[src/rtl/ibex_pad_bridge.sv]
// Bridges the ibex instruction/data ports onto a narrow bidirectional pad bus.
// Each transaction is sent as header, address, then write data, and waits for a timeout-guarded response.
module ibex_pad_bridge #(
  parameter int unsigned PIN_W   = 8,
  parameter int unsigned ARB_RR  = 1,
  parameter int unsigned TIMEOUT = 255,
  parameter int unsigned TO_W    = 8
) (
  input  logic             clk_i,
  input  logic             rst_ni,
  input  logic             instr_req_i,
  output logic             instr_gnt_o,
  output logic             instr_rvalid_o,
  input  logic [31:0]      instr_addr_i,
  output logic [31:0]      instr_rdata_o,
  output logic             instr_err_o,
  input  logic             data_req_i,
  output logic             data_gnt_o,
  output logic             data_rvalid_o,
  input  logic             data_we_i,
  input  logic [3:0]       data_be_i,
  input  logic [31:0]      data_addr_i,
  input  logic [31:0]      data_wdata_i,
  output logic [31:0]      data_rdata_o,
  output logic             data_err_o,
  output logic [PIN_W-1:0] pad_out_o,
  output logic             pad_out_valid_o,
  input  logic [PIN_W-1:0] pad_in_i,
  input  logic             pad_in_valid_i,
  output logic             busy_o
);

  localparam int unsigned N  = 32 / PIN_W;
  localparam int unsigned BW = (N > 1) ? $clog2(N) : 1;
  localparam logic [BW-1:0]   LastBeat = BW'(N - 1);
  localparam logic [TO_W-1:0] ToLast   = TO_W'((TIMEOUT == 0) ? 0 : TIMEOUT - 1);

  localparam logic [2:0] StIdle  = 3'd0;
  localparam logic [2:0] StHdr   = 3'd1;
  localparam logic [2:0] StAddr  = 3'd2;
  localparam logic [2:0] StWdata = 3'd3;
  localparam logic [2:0] StResp  = 3'd4;

  logic [2:0]      state_q, state_d;
  logic [BW-1:0]   beat_q, beat_d;
  logic [TO_W-1:0] cnt_q, cnt_d;
  logic            ch_q, we_q, rr_q;
  logic [3:0]      be_q;
  logic [31:0]     addr_q, wdata_q, acc_q, word;
  logic            instr_rvalid_q, data_rvalid_q, instr_err_q, data_err_q;
  logic [31:0]     instr_rdata_q, data_rdata_q;

  logic idle, gnt_data, gnt_instr, gnt_any;
  logic in_beat, last_beat, done_rd, done_wr, timeout, finish;

  // rr_q set means data is favoured when both channels request.
  assign idle      = (state_q == StIdle);
  assign gnt_data  = rst_ni & idle & data_req_i & (~instr_req_i | (ARB_RR == 0) | rr_q);
  assign gnt_instr = rst_ni & idle & instr_req_i & ~gnt_data;
  assign gnt_any   = gnt_data | gnt_instr;

  assign in_beat   = (state_q == StResp) & pad_in_valid_i;
  assign last_beat = (beat_q == LastBeat);
  assign done_rd   = in_beat & ~we_q & last_beat;
  assign done_wr   = in_beat & we_q;
  assign timeout   = (TIMEOUT != 0) & (state_q == StResp) & ~pad_in_valid_i & (cnt_q == ToLast);
  assign finish    = done_rd | done_wr | timeout;

  // Read word with the current inbound beat merged into its slice.
  always_comb begin
    word = acc_q;
    for (int unsigned i = 0; i < N; i++) begin
      if (beat_q == BW'(i)) word[i*PIN_W +: PIN_W] = pad_in_i;
    end
  end

  always_comb begin
    pad_out_o       = '0;
    pad_out_valid_o = 1'b0;
    case (state_q)
      StHdr: begin
        pad_out_o       = PIN_W'({ch_q, we_q, be_q});
        pad_out_valid_o = 1'b1;
      end
      StAddr: begin
        pad_out_valid_o = 1'b1;
        for (int unsigned i = 0; i < N; i++) begin
          if (beat_q == BW'(i)) pad_out_o = addr_q[i*PIN_W +: PIN_W];
        end
      end
      StWdata: begin
        pad_out_valid_o = 1'b1;
        for (int unsigned i = 0; i < N; i++) begin
          if (beat_q == BW'(i)) pad_out_o = wdata_q[i*PIN_W +: PIN_W];
        end
      end
      default: ;
    endcase
  end

  always_comb begin
    state_d = state_q;
    beat_d  = beat_q;
    case (state_q)
      StIdle: begin
        beat_d = '0;
        if (gnt_any) state_d = StHdr;
      end
      StHdr: begin
        state_d = StAddr;
        beat_d  = '0;
      end
      StAddr: begin
        beat_d = beat_q + 1'b1;
        if (last_beat) begin
          beat_d  = '0;
          state_d = we_q ? StWdata : StResp;
        end
      end
      StWdata: begin
        beat_d = beat_q + 1'b1;
        if (last_beat) begin
          beat_d  = '0;
          state_d = StResp;
        end
      end
      StResp: begin
        if (in_beat) beat_d = last_beat ? '0 : beat_q + 1'b1;
        if (finish) begin
          state_d = StIdle;
          beat_d  = '0;
        end
      end
      default: begin
        state_d = StIdle;
        beat_d  = '0;
      end
    endcase
  end

  // Idle counter only runs in RESP, so entering RESP always starts from zero.
  assign cnt_d = ((state_q == StResp) && !in_beat) ? cnt_q + 1'b1 : '0;

  always_ff @(posedge clk_i or negedge rst_ni) begin
    if (!rst_ni) begin
      state_q        <= StIdle;
      beat_q         <= '0;
      cnt_q          <= '0;
      ch_q           <= 1'b0;
      we_q           <= 1'b0;
      rr_q           <= 1'b1;
      be_q           <= '0;
      addr_q         <= '0;
      wdata_q        <= '0;
      acc_q          <= '0;
      instr_rvalid_q <= 1'b0;
      data_rvalid_q  <= 1'b0;
      instr_err_q    <= 1'b0;
      data_err_q     <= 1'b0;
      instr_rdata_q  <= '0;
      data_rdata_q   <= '0;
    end else begin
      state_q <= state_d;
      beat_q  <= beat_d;
      cnt_q   <= cnt_d;
      if (gnt_any) begin
        ch_q    <= gnt_data;
        we_q    <= gnt_data & data_we_i;
        be_q    <= gnt_data ? data_be_i : 4'hF;
        addr_q  <= gnt_data ? data_addr_i : instr_addr_i;
        wdata_q <= gnt_data ? data_wdata_i : '0;
        rr_q    <= gnt_instr;
      end
      if (in_beat && !we_q) acc_q <= word;
      instr_rvalid_q <= finish & ~ch_q;
      data_rvalid_q  <= finish & ch_q;
      if (finish && !ch_q) begin
        instr_rdata_q <= done_rd ? word : '0;
        instr_err_q   <= timeout;
      end
      if (finish && ch_q) begin
        data_rdata_q <= done_rd ? word : '0;
        data_err_q   <= timeout;
      end
    end
  end

  assign instr_gnt_o    = gnt_instr;
  assign data_gnt_o     = gnt_data;
  assign instr_rvalid_o = instr_rvalid_q;
  assign data_rvalid_o  = data_rvalid_q;
  assign instr_rdata_o  = instr_rdata_q;
  assign data_rdata_o   = data_rdata_q;
  assign instr_err_o    = instr_err_q;
  assign data_err_o     = data_err_q;
  assign busy_o         = ~idle;

endmodule

[config.mk]
export PLATFORM = sky130hd
export DESIGN_NAME = ibex_pad_bridge
export DESIGN_NICKNAME = d
export VERILOG_FILES = /design/src/rtl/ibex_pad_bridge.sv
export SDC_FILE = /design/constraint.sdc
export NUM_CORES = 1
export LEC_CHECK = 0
export ABC_AREA = 1
export BUFFER_PORTS_ARGS = -buffer_cell sky130_fd_sc_hd__buf_2
export CAP_MARGIN = 20
export CORE_MARGIN = 5
export CORE_UTILIZATION = 25
export DETAILED_ROUTE_END_ITERATION = 12
export GPL_TIMING_DRIVEN = 0
export PLACE_DENSITY = 0.41
export REMOVE_ABC_BUFFERS = 1
export SYNTH_ARGS = -nofsm -noshare
export SYNTH_HDL_FRONTEND = slang
export SYNTH_SLANG_ARGS = --single-unit
[constraint.sdc]
create_clock -name clk_i -period 3.3 [get_ports clk_i]
set_input_delay 0.165 -clock clk_i [delete_from_list [all_inputs] [get_ports clk_i]]
set_output_delay 0.165 -clock clk_i [all_outputs]
set_load 0.05 [all_outputs]
Word level (Yosys, flattened, before mapping):

Cells that the tools add are included.

* register bits after elaboration: 184
* input bits: 114
* output and inout bits: 80

* add/subtract/negate cells: 2
* eq/ne operators: 13
* mux-type cells: 29
* bitwise operators: 24
* reductions and logical operators: 12

Operators by type and width (count)
* 8-bit 2-to-1 mux: 13
* 32-bit 2-to-1 mux: 3
* 8-bit case mux with 3 select lines: 1
* 3-bit 2-to-1 mux: 5
* 3-bit case mux with 5 select lines: 1
* 1-bit bitwise AND: 14
* 8-bit by 1-bit adder with 8-bit output (second input constant): 1
* 8-bit == test (second input constant): 1
* 3-bit by 2-bit == test with 1-bit output (second input constant): 2
* 2-bit 2-to-1 mux: 3
* 2-bit inequality test (second input constant): 3
* 1-bit inverter: 6
* 2-bit == test (second input constant): 2
* 1-bit logical AND: 4
* 4-bit 2-to-1 mux: 1
* 1-bit OR: 4
* 2-bit case mux with 2 select lines: 1
* 4-bit AND reduction: 1
* 3-bit by 1-bit == test with 1-bit output (second input constant): 1
* 3-bit == test (second input constant): 1
* 1-bit logical NOT: 3
* 3-bit logical NOT: 1
* 3-bit inequality test (second input constant): 1
* 3-bit OR reduction: 1
* 6 further kinds: 6

Depth between registers and ports, before layout:

Gate-level depths: netlist (run 1).

* word-level depth: 9
* mapped depth: 11
* depth with buffers taken out: 10

Worst setup path before layout (run 1):

Ideal clock, no wire load.

* path kind: flip-flop to output port
* start point: register beat_q[1]
* end point: output port pad_out_o[4]
* arrival time: 1.793 ns
* data required time: 3.135 ns
* path slack: 1.342 ns
* stages on the path, launching flop included: 10
* path buffers: 2
* cell sequence: dfrtp_1 inv_1 ha_1 clkbuf_1 inv_1 clkbuf_1 nor2_1 o31ai_1 nand2_1 nand3_1

* longest elaborated chain between the ends: 6
* elaborated cells between the ends (all ways): 13

Ends and longest elaborated chain
* start: declaration: line 45 `logic [BW-1:0] beat_q, beat_d;`
* start signal: assignment: line 164 `beat_q <= beat_d;`
* 2-bit logical NOT: line 88, 94
* 8-bit 2-to-1 mux, on equally long branches (4 in series): line 94, 88
* 8-bit case mux with 3 select lines (*): line 80 `case (state_q)`
* end: declaration: line 26 `output logic [PIN_W-1:0] pad_out_o,`

Every way passes the cells marked *; elsewhere a longest branch is shown, timed or not.

Final worst setup path (run 1):

* start point: register beat_q[0]
* end point: output port pad_out_o[5]

The elaborated chain is that of the path after synthesis.

==> results of run 1 <==
## layout make-up
class | count | area (sq um) | area share [%]
tap | 442 | 553 | 4.85
clock buffer | 19 | 453 | 3.97
sequential | 176 | 4410 | 38.6
clock inverter | 13 | 150 | 1.32
multi-input combinational | 713 | 3270 | 28.7
timing repair buffer | 309 | 2300 | 20.2
inverter | 67 | 267 | 2.34
## worst reg2reg max path: cells and delay by family (launching register included)
family	cells	cell delay [ns]
buffers and inverters	1	0.55
flip-flops	1	0.43
AND/OR/NAND/NOR	5	2.02
## cell usage in the layout (no fill, tap or decap), drive strengths merged, types with 12 or more instances in the layout
cell and count:
a21oi 30, buf 204, clkbuf 19, dfrtp 175, dlygate4sd3 105, inv 70, nand2 372, nand3 124
nor2 28, nor3 26, o21ai 98, o22ai 12
## logic make-up after synthesis
family	synth area share (%)
adder cells (fa/ha/maj)	0.914
XOR/XNOR	0.213
AO/OA/AOI/OAI	9.63
buffers and inverters	7.05
AND/OR/NAND/NOR	28.5
flip-flops	53.6
## final timing paths
kind                       depth (start not counted)                    startpoint                            end
max in group asynchronous                          5                        rst_ni         addr_q[11]$_DFFE_PN0P_
setup reg to reg                                   6        state_q[0]$_DFFE_PN0P_         addr_q[27]$_DFFE_PN0P_
hold reg to reg                                    2  data_rdata_o[22]$_DFFE_PN0P_   data_rdata_o[22]$_DFFE_PN0P_
hold / removal                                     3                   pad_in_i[2]  instr_rdata_o[26]$_DFFE_PN0P_
min in group asynchronous                          3                        rst_ni               rr_q$_DFFE_PN1P_
setup / recovery                                   5         beat_q[0]$_DFFE_PN0P_                   pad_out_o[5]
## metal layers
metal	up-vias	track usage [%]
li1	3840	-
met1	3576	21.4
met2	188	26.2
met3	19	3.34
met4	0	3.73
met5	-	0
## flip-flops by register name (all words and copies together), names as in the netlist, 3 cells and up
signal         cells
instr_rdata_o     32
addr_q            32
state_q            3
acc_q             24
wdata_q           32
cnt_q              8
data_rdata_o      32
be_q               4
## Yosys cell counts
| master | count | share of area [%] |
|---|---|---|
| nor2_8 | 1 | 0.24 |
| xor2_1 | 2 | 0.21 |
| a21o_1 | 1 | 0.091 |
| clkinv_2 | 1 | 0.061 |
| o21ai_0 | 69 | 4.2 |
| o31ai_1 | 2 | 0.18 |
| nor2_1 | 24 | 1.1 |
| nor3_2 | 1 | 0.12 |
| nand4_2 | 2 | 0.30 |
| o211ai_1 | 4 | 0.37 |
| inv_4 | 1 | 0.076 |
| o21ai_1 | 29 | 1.8 |
| ha_1 | 6 | 0.91 |
| nor2_2 | 2 | 0.15 |
| clkbuf_1 | 29 | 1.3 |
| buf_4 | 3 | 0.27 |
| a22oi_1 | 2 | 0.18 |
| and3_1 | 1 | 0.076 |
| o22ai_1 | 12 | 0.91 |
| nand2_2 | 5 | 0.38 |
| nand3_1 | 124 | 7.6 |
| clkinv_1 | 1 | 0.046 |
| nand4_1 | 1 | 0.076 |
| buf_2 | 25 | 1.5 |
| dfrtp_1 | 175 | 53 |
| a21boi_0 | 1 | 0.091 |
| nor3_1 | 25 | 1.5 |
| nor2_4 | 1 | 0.14 |
| a21oi_1 | 30 | 1.8 |
| dfstp_2 | 1 | 0.32 |
| nand2_1 | 366 | 17 |
| buf_6 | 6 | 0.82 |
| inv_1 | 62 | 2.8 |
| inv_2 | 2 | 0.091 |
| nand2_4 | 1 | 0.14 |
## where the power goes
group | internal (mW) | switching [mW]
sequential | 2.75 | 0.298
clock | 1.17 | 0.958
combinational | 1.11 | 2.01
## per-stage QoR
step	worst slack, ns	power, mW	cell area (sq um)	instances	util, %
after global placement	-5.43	5.84	9410	1590	29.0
after CTS	0.0396	8.43	11400	1739	35.1
after detailed placement	-0.599	5.97	9630	1598	29.7
after floorplan	0.0230	4.91	7890	955	-
final	0.236	8.30	11400	1739	35.1
after global routing	0.0173	8.92	11400	1739	35.1
## what timing repair did
action                     4_1_cts  5_1_grt
gates resized for setup          5        3
pin swaps                        1        0
hold endpoints to repair       160        0
gates cloned                     1        0
setup endpoints to repair       75        7
hold buffers                   108        0
buffers inserted                 0        0
==> run metrics, run 1 <==
Final Hold Viols 0; Synth Instances 1018; post-DP HPWL around 18000 um; Synth Area per Inst 8.07 sq um; clock-pin slew of the registers on the worst-case setup and hold paths 0.07 ns; CP Class reg2out; area of the mapped netlist approximately 8200 sq um; # diodes 0; growth of design area from synthesis to finish 38.8%; Arr. time, crit path 2.90 ns; final period utilization roughly 93%; Setup crit end kind output port; Max Cap Violations 0; Fin Setup TNS 0 ns; Buf/Inv on CP 2; Cell Rows 66; First-pass DRT Iterations 5; GRT Resource Usage Total 15.9%; critical path's slowest cell clkinv_2; slowest stage delay, CP 0.72 ns; clk root buf clkbuf_16; initial core utilization 25.3%; die width 191 um; Critical Path Fanout Max 38; fillcell total 3451; Top Metal Used met4; fraction of layout cells with a size suffix above 1 between 20 and 25%; Top delay family on crit path buffers and inverters; Remaining Overflow, GRT 0; H-tree levels 4; Residual DRC 0; largest net degree at the start of global routing 89; critical path required time 3.13 ns; first-pass GRT wire length 45600 um; Met3 Routed Length 1300 um; pwr dens 728 nW/um^2; Netlist cell types 35; Slew headroom 31.8%; synth warn 0; Layout Nets roughly 1.4k; HP Class in2reg; # IOs 194; fin. max-slew vios 0; total core area between 30000 and 40000 sq um; WL met1 13500 um; vias in the first global route 7901; initial antenna violation count 0; FF-to-FF setup slack 0.25 ns; Worst Tran Pin Value 1.02 ns; post-synthesis register bit count 176; Routed WL 28500 um; TritonCTS Buffers 17; RD Place Congestion 0.744; sequential area share after synthesis 53.6%; CP Cell Sequence ha_1, clkinv_2, o211ai_1, nand3_1, buf_2; Final ANT Viol Nets 0; leak pwr 5.78 nW; crit path launch type register; per-cell routed wire length 16.4 um; Vias 7623; die height ~190 um; IO Port Bufs 193; Final Skew 0.0127 ns; Tmin final 3.06 ns; Iteration-0 DRC Markers 342; WHS between 0.02 and 0.03 ns; Avg Vias per Cell 4.38; WL met2 13500 um; clock sink count 176; VDD IR max 388 uV; unrepaired setup endpoints after global routing no; TritonCTS clock tree done; status finished clean; Worst-Skew Late Latency 0.44 ns; Die Footprint 36600 sq um; Max Fclk 326 MHz; final setup fails 0; worst-case clock buffer depth 2
(Power assumes the default switching activity.)
==> run 2, diff against run 1 <==
==> constraint.sdc (replaced) <==
create_clock -name clk_i -period 3.7 [get_ports clk_i]
set_input_delay 0.185 -clock clk_i [delete_from_list [all_inputs] [get_ports clk_i]]
set_output_delay 0.185 -clock clk_i [all_outputs]
set_load 0.05 [all_outputs]
==> run 2 against run 1 <==
Via count shrank 0.34%. Flip-flop and latch count is the same. Largest power group unchanged. First-iteration DRC count grew 11%. Worst setup slack gained 0.042 ns. Clock power shrank 10%. Hold slack gained 0.015 ns. Non-clock buffer count shrank 5. Utilization shrank 0.31 points. Routed wire length shrank 0.82%. Sequential share of layout area grew 0.35 points.
==> run metrics, run 2 (same netlist as run 1, synthesis figures left out) <==
Arr. time, crit path 3.24 ns; FF-to-FF setup slack between 0.4 and 0.5 ns; post-placement cell area 9630 sq um; per-cell routed wire length around 16 um; Critical Path Fanout Max 21; Sw Ratio 38.8%; Final ANT Viol Nets 0; initial core utilization between 20% and 30%; worst slack, placed -0.219 ns; Remaining Overflow, GRT 0; VDD IR max 345 uV; clock power share about a quarter; WHS 0.0428 ns; Worst-Skew Late Latency 0.44 ns; largest net degree at the start of global routing 93; most frequent cells in the layout nand2_1 (365), buf_2 (192), dfrtp_1 (175), nand3_1 (124), dlygate4sd3_1 (102); Int Power 4.62 mW; Final Hold Viols 0; slowest stage delay, CP 0.84 ns; clk root buf clkbuf_16; Finished Layout Cells ~1.7k; # diodes 0; crit path launch type register; Iteration-0 DRC Markers approximately 380; Slew headroom between 30% and 40%; Fin Setup TNS 0 ns; critical path required time 3.51 ns; Top delay family on crit path simple AND/OR/NAND/NOR gates; Vias 7597; worst-case clock buffer depth 2; final period utilization 92.5%; RD Place Congestion 0.744; fin util 34.8%; clock sink count 176; unrepaired setup endpoints after global routing no; post-DP HPWL 18000 um; Flop pwr share 36.0%; placed insts roughly 1.6k; Routed WL 28300 um; Max Fclk 292 MHz; H-tree levels 4; Die Footprint 36600 sq um; HP Class in2reg; Comb pwr share ~39%; first-pass GRT wire length 45100 um; vias in the first global route 7813; TritonCTS clock tree done; CP Cell Sequence inv_1, ha_1, nand2_1, o22ai_1, nand2_1, nand2_1, nand3_1, nand2_1, buf_2; most used cell, CP nand2_1; total power between 7 and 8 mW; # IOs 194; IO Port Bufs 193; Max Cap Violations 0; GRT Resource Usage Total 15.7%; Final Skew roughly 0.012 ns; Buf/Inv on CP 2; status finished clean; clock-pin slew of the registers on the worst-case setup and hold paths ~0.07 ns; Setup crit end kind output port; fin. max-slew vios 0; critical path's slowest cell ha_1; TritonCTS Buffers 17; Finished Cell Area 11300 sq um; fraction of layout cells with a size suffix above 1 19.8%; Avg Vias per Cell 4.38; pwr dens 669 nW/um^2; die width 191 um; growth of design area from synthesis to finish 37.6%; Residual DRC 0; Cell Rows 66; die height 191 um; switching power 2.93 mW; Tmin final 3.42 ns; commonest non-fill, non-tap cell in the layout nand2_1; First-pass DRT Iterations 4; initial antenna violation count 0; leak pwr between 5 and 6 nW; Worst Tran Pin Value 1.02 ns; Layout Nets 1399; CP Class reg2out; PnR worst setup slack 0.278 ns; total core area 32500 sq um; final setup fails 0
==> run 2: changes by cell type in the layout (fill, tap and decap cells not counted), sizes merged <==
cell         change
dlygate4sd3      -3
buf              -2
clkinvlp         -1
inv              +1
==> run 2: tightest hold or removal path: stages <==
cell and delay [ns]:
buf_2 0.10, nand2_1 0.08, o21ai_1 0.07
==> run 2: final timing paths <==
| path | from | end | cells past startpoint |
|---|---|---|---|
| min in group asynchronous | rst_ni | data_rdata_o[17]$_DFFE_PN0P_ | 3 |
| max | beat_q[0]$_DFFE_PN0P_ | pad_out_o[7] | 9 |
| min | pad_in_i[1] | data_rdata_o[25]$_DFFE_PN0P_ | 3 |
| max in group asynchronous | rst_ni | rr_q$_DFFE_PN1P_ | 3 |
| min reg2reg | data_rdata_o[22]$_DFFE_PN0P_ | data_rdata_o[22]$_DFFE_PN0P_ | 2 |
| max reg2reg | state_q[0]$_DFFE_PN0P_ | addr_q[28]$_DFFE_PN0P_ | 8 |
==> run 2: power groups by stage <==
stage	clock, mW	sequential, mW	combinational (mW)
3_5_place_dp	0	2.75	2.58
4_1_cts	1.97	2.71	2.99
6_report	1.91	2.72	2.93
5_1_grt	2.04	2.78	3.29
3_3_place_gp	0	2.74	2.47
2_1_floorplan	0	2.68	1.69
==> run 2: final cells by class <==
type	instances	area [sq um]
clock buffer	19	453
clock inverter	13	150
fill	3472	21200
inverter	67	259
multi-input combinational	713	3270
sequential	176	4410
tap	442	553
timing repair buffer	304	2210
==> run 2: per-layer routing <==
| layer | wire length (um) | track usage, % |
|---|---|---|
| met4 | 274 | 3.73 |
| met3 | 1450 | 3.29 |
| met1 | 13300 | 21.3 |
| met2 | 13300 | 25.8 |
| met5 | 0 | 0 |
==> run 2: what timing repair did <==
| action | in CTS | in global routing |
|---|---|---|
| endpoints found under the setup margin | 2 | 19 |
| cloned | 1 | 0 |
| setup buffers | 0 | 0 |
| hold endpoints to repair | 156 | 0 |
| hold buffers | 103 | 0 |
| resized for setup | 0 | 3 |
| pin swaps | 1 | 0 |
==> run 3, diff against run 2 <==
--- a/config.mk
+++ b/config.mk
@@ -8,11 +8,13 @@
 export ABC_AREA = 1
 export BUFFER_PORTS_ARGS = -buffer_cell sky130_fd_sc_hd__buf_2
 export CAP_MARGIN = 20
+export CELL_PAD_IN_SITES_DETAIL_PLACEMENT = 1
+export CELL_PAD_IN_SITES_GLOBAL_PLACEMENT = 2
 export CORE_MARGIN = 5
 export CORE_UTILIZATION = 25
 export DETAILED_ROUTE_END_ITERATION = 12
 export GPL_TIMING_DRIVEN = 0
-export PLACE_DENSITY = 0.41
+export PLACE_DENSITY = 0.65
 export REMOVE_ABC_BUFFERS = 1
 export SYNTH_ARGS = -nofsm -noshare
 export SYNTH_HDL_FRONTEND = slang
==> constraint.sdc (replaced) <==
create_clock -name clk_i -period 3.85 [get_ports clk_i]
set_input_delay 0.1925 -clock clk_i [delete_from_list [all_inputs] [get_ports clk_i]]
set_output_delay 0.1925 -clock clk_i [all_outputs]
set_load 0.05 [all_outputs]
==> run 3 against run 2 <==
Register-to-register slack better by 0.19 ns. Sequential power is 4% lower. Final area hardly changed. First-iteration DRC count is 18% lower. Global-route usage is 0.20 points higher. Die area stayed put. Largest cell class unchanged.
==> run metrics, run 3 (same netlist as run 1, synthesis figures left out) <==
status finished clean; met2 GRT Util a little over a quarter; Setup Buffers After CTS 0; VDD IR max slightly above 300 uV; Buf/Inv on CP 6; first-pass GRT wire length ~46000 um; vias in the first global route 8247; Comb pwr share 38.0%; Final Skew 0.0136 ns; initial antenna violation count 0; TritonCTS Buffers 17; met1 usage roughly a fifth; Worst-Skew Late Latency 0.44 ns; IO Port Bufs 193; leak pwr 5.76 nW; Setup crit end kind output port; per-cell routed wire length 16.8 um; Iteration-0 DRC Markers 310; GRT Resource Usage Total roughly 16%; Slew headroom 34.0%; total core area 32500 sq um; most frequent cells in the layout nand2_1 (365), buf_2 (192), dfrtp_1 (175), nand3_1 (124), dlygate4sd3_1 (95); final period utilization 90.7%; crit path launch type primary input; clock-pin slew of the registers on the worst-case setup and hold paths 0.07 ns; Flop pwr share 35.1%; multi-input logic area 3250 sq um; Remaining Overflow, GRT 0; worst slack, placed -0.582 ns; Sw Ratio 38.8%; die height 191 um; worst-case clock buffer depth 2; Max Fclk 286 MHz; CP Class in2out; Tmin final 3.49 ns; pwr dens 658 nW/um^2; PnR worst setup slack 0.357 ns; growth of design area from synthesis to finish 37.5%; Residual DRC 0; Arr. time, crit path 3.30 ns; largest net degree at the start of global routing 96; fin. max-slew vios 0; Final ANT Viol Nets 0; clk root buf clkbuf_16; CP Cell Sequence dlygate4sd3_1, buf_8, buf_16, nand4_4, a21o_4, inv_4, buf_12, buf_2; fraction of layout cells with a size suffix above 1 20.0%; slowest stage delay, CP 0.56 ns; WHS approximately 0.0097 ns; initial core utilization 25.3%; Vias 7775; Critical Path Fanout Max 83; Layout Nets about 1.4k; RD Place Congestion a little over 0.7; TritonCTS clock tree done; Finished Layout Cells 1728; Cell Rows 66; critical path required time 3.66 ns; Routed WL between 20000 and 30000 um; clock power share between 20% and 30%; placed insts ~1.6k; Avg Vias per Cell 4.50; fin util 34.8%; critical path's slowest cell dlygate4sd3_1; Top delay family on crit path buffers and inverters; total power around 7.4 mW; clock sink count 176; Die Footprint 36600 sq um; Final Hold Viols 0; # IOs 194; Int Power approximately 4.5 mW; fillcell total 3851; Max Cap Violations 0; commonest non-fill, non-tap cell in the layout nand2_1; First-pass DRT Iterations 4; H-tree levels 4; unrepaired setup endpoints after global routing no; HP Class in2reg; Worst Tran Pin Value about 0.99 ns; switching power ~2.9 mW; final setup fails 0; register area 4410 sq um; met3 usage 3.25%; post-DP HPWL 19000 um; global route hottest layer met2; die width approximately 190 um
[run 3: power groups by stage]
stage	sequential [mW]	clock [mW]	combinational (mW)
after detailed placement	2.64	0	2.52
after global routing	2.67	2.13	3.18
final	2.61	2.00	2.82
after CTS	2.61	2.06	2.85
after global placement	2.64	0	2.40
after floorplan	2.58	0	1.63
[run 3: path summary, 6_finish.rpt]
| kind | from | to | slack (ns) | cells after the start |
|---|---|---|---|---|
| worst min register to register | data_rdata_o[11]$_DFFE_PN0P_ | data_rdata_o[11]$_DFFE_PN0P_ | 0.48 | 2 |
| worst max register to register | beat_q[0]$_DFFE_PN0P_ | instr_rdata_o[7]$_DFFE_PN0P_ | 0.62 | 10 |
| min in group asynchronous | rst_ni | instr_rdata_o[0]$_DFFE_PN0P_ | 0.35 | 3 |
| worst max-delay path | rst_ni | data_gnt_o | 0.36 | 8 |
| max in group asynchronous | rst_ni | addr_q[27]$_DFFE_PN0P_ | 3.03 | 3 |
| worst min-delay path | instr_addr_i[4] | addr_q[4]$_DFFE_PN0P_ | 0.01 | 3 |
[run 3: what timing repair did]
| item | in CTS | in global routing |
|---|---|---|
| resized for setup | 2 | 2 |
| pin swaps | 0 | 0 |
| endpoints found under the hold margin | 162 | 0 |
| hold buffers | 96 | 0 |
| setup endpoints to repair | 2 | 12 |
[run 3: final cells by class]
type                            count  share of cell area (%)
Antenna cell                        1                  0.0222
Clock buffer                       18                    3.89
Clock inverter                     14                    1.91
Inverter                           67                    2.29
Multi-Input combinational cell    712                    28.8
Sequential cell                   176                    39.0
Tap cell                          442                    4.90
Timing Repair Buffer              298                    19.2
[run 3: per-stage QoR]
stage                     TNS (ns)  area, sq um
after floorplan                  0         7890
after CTS                        0        11300
final                            0        11300
after global placement     -496.89         9410
after global routing             0        11300
after detailed placement    -14.23         9620
[run 3: metal layers]
layer  vias up  routed length [um]
li1       3815                   -
met5         -                   0
met2       152               14000
met4         0                 284
met3        15                1240
met1      3793               13500
[run 3: tightest hold or removal path, delay by kind of cell]
kind,cells,cell delay (ns)
buffers and inverters,1,0.08
and+or+nand+nor,2,0.13
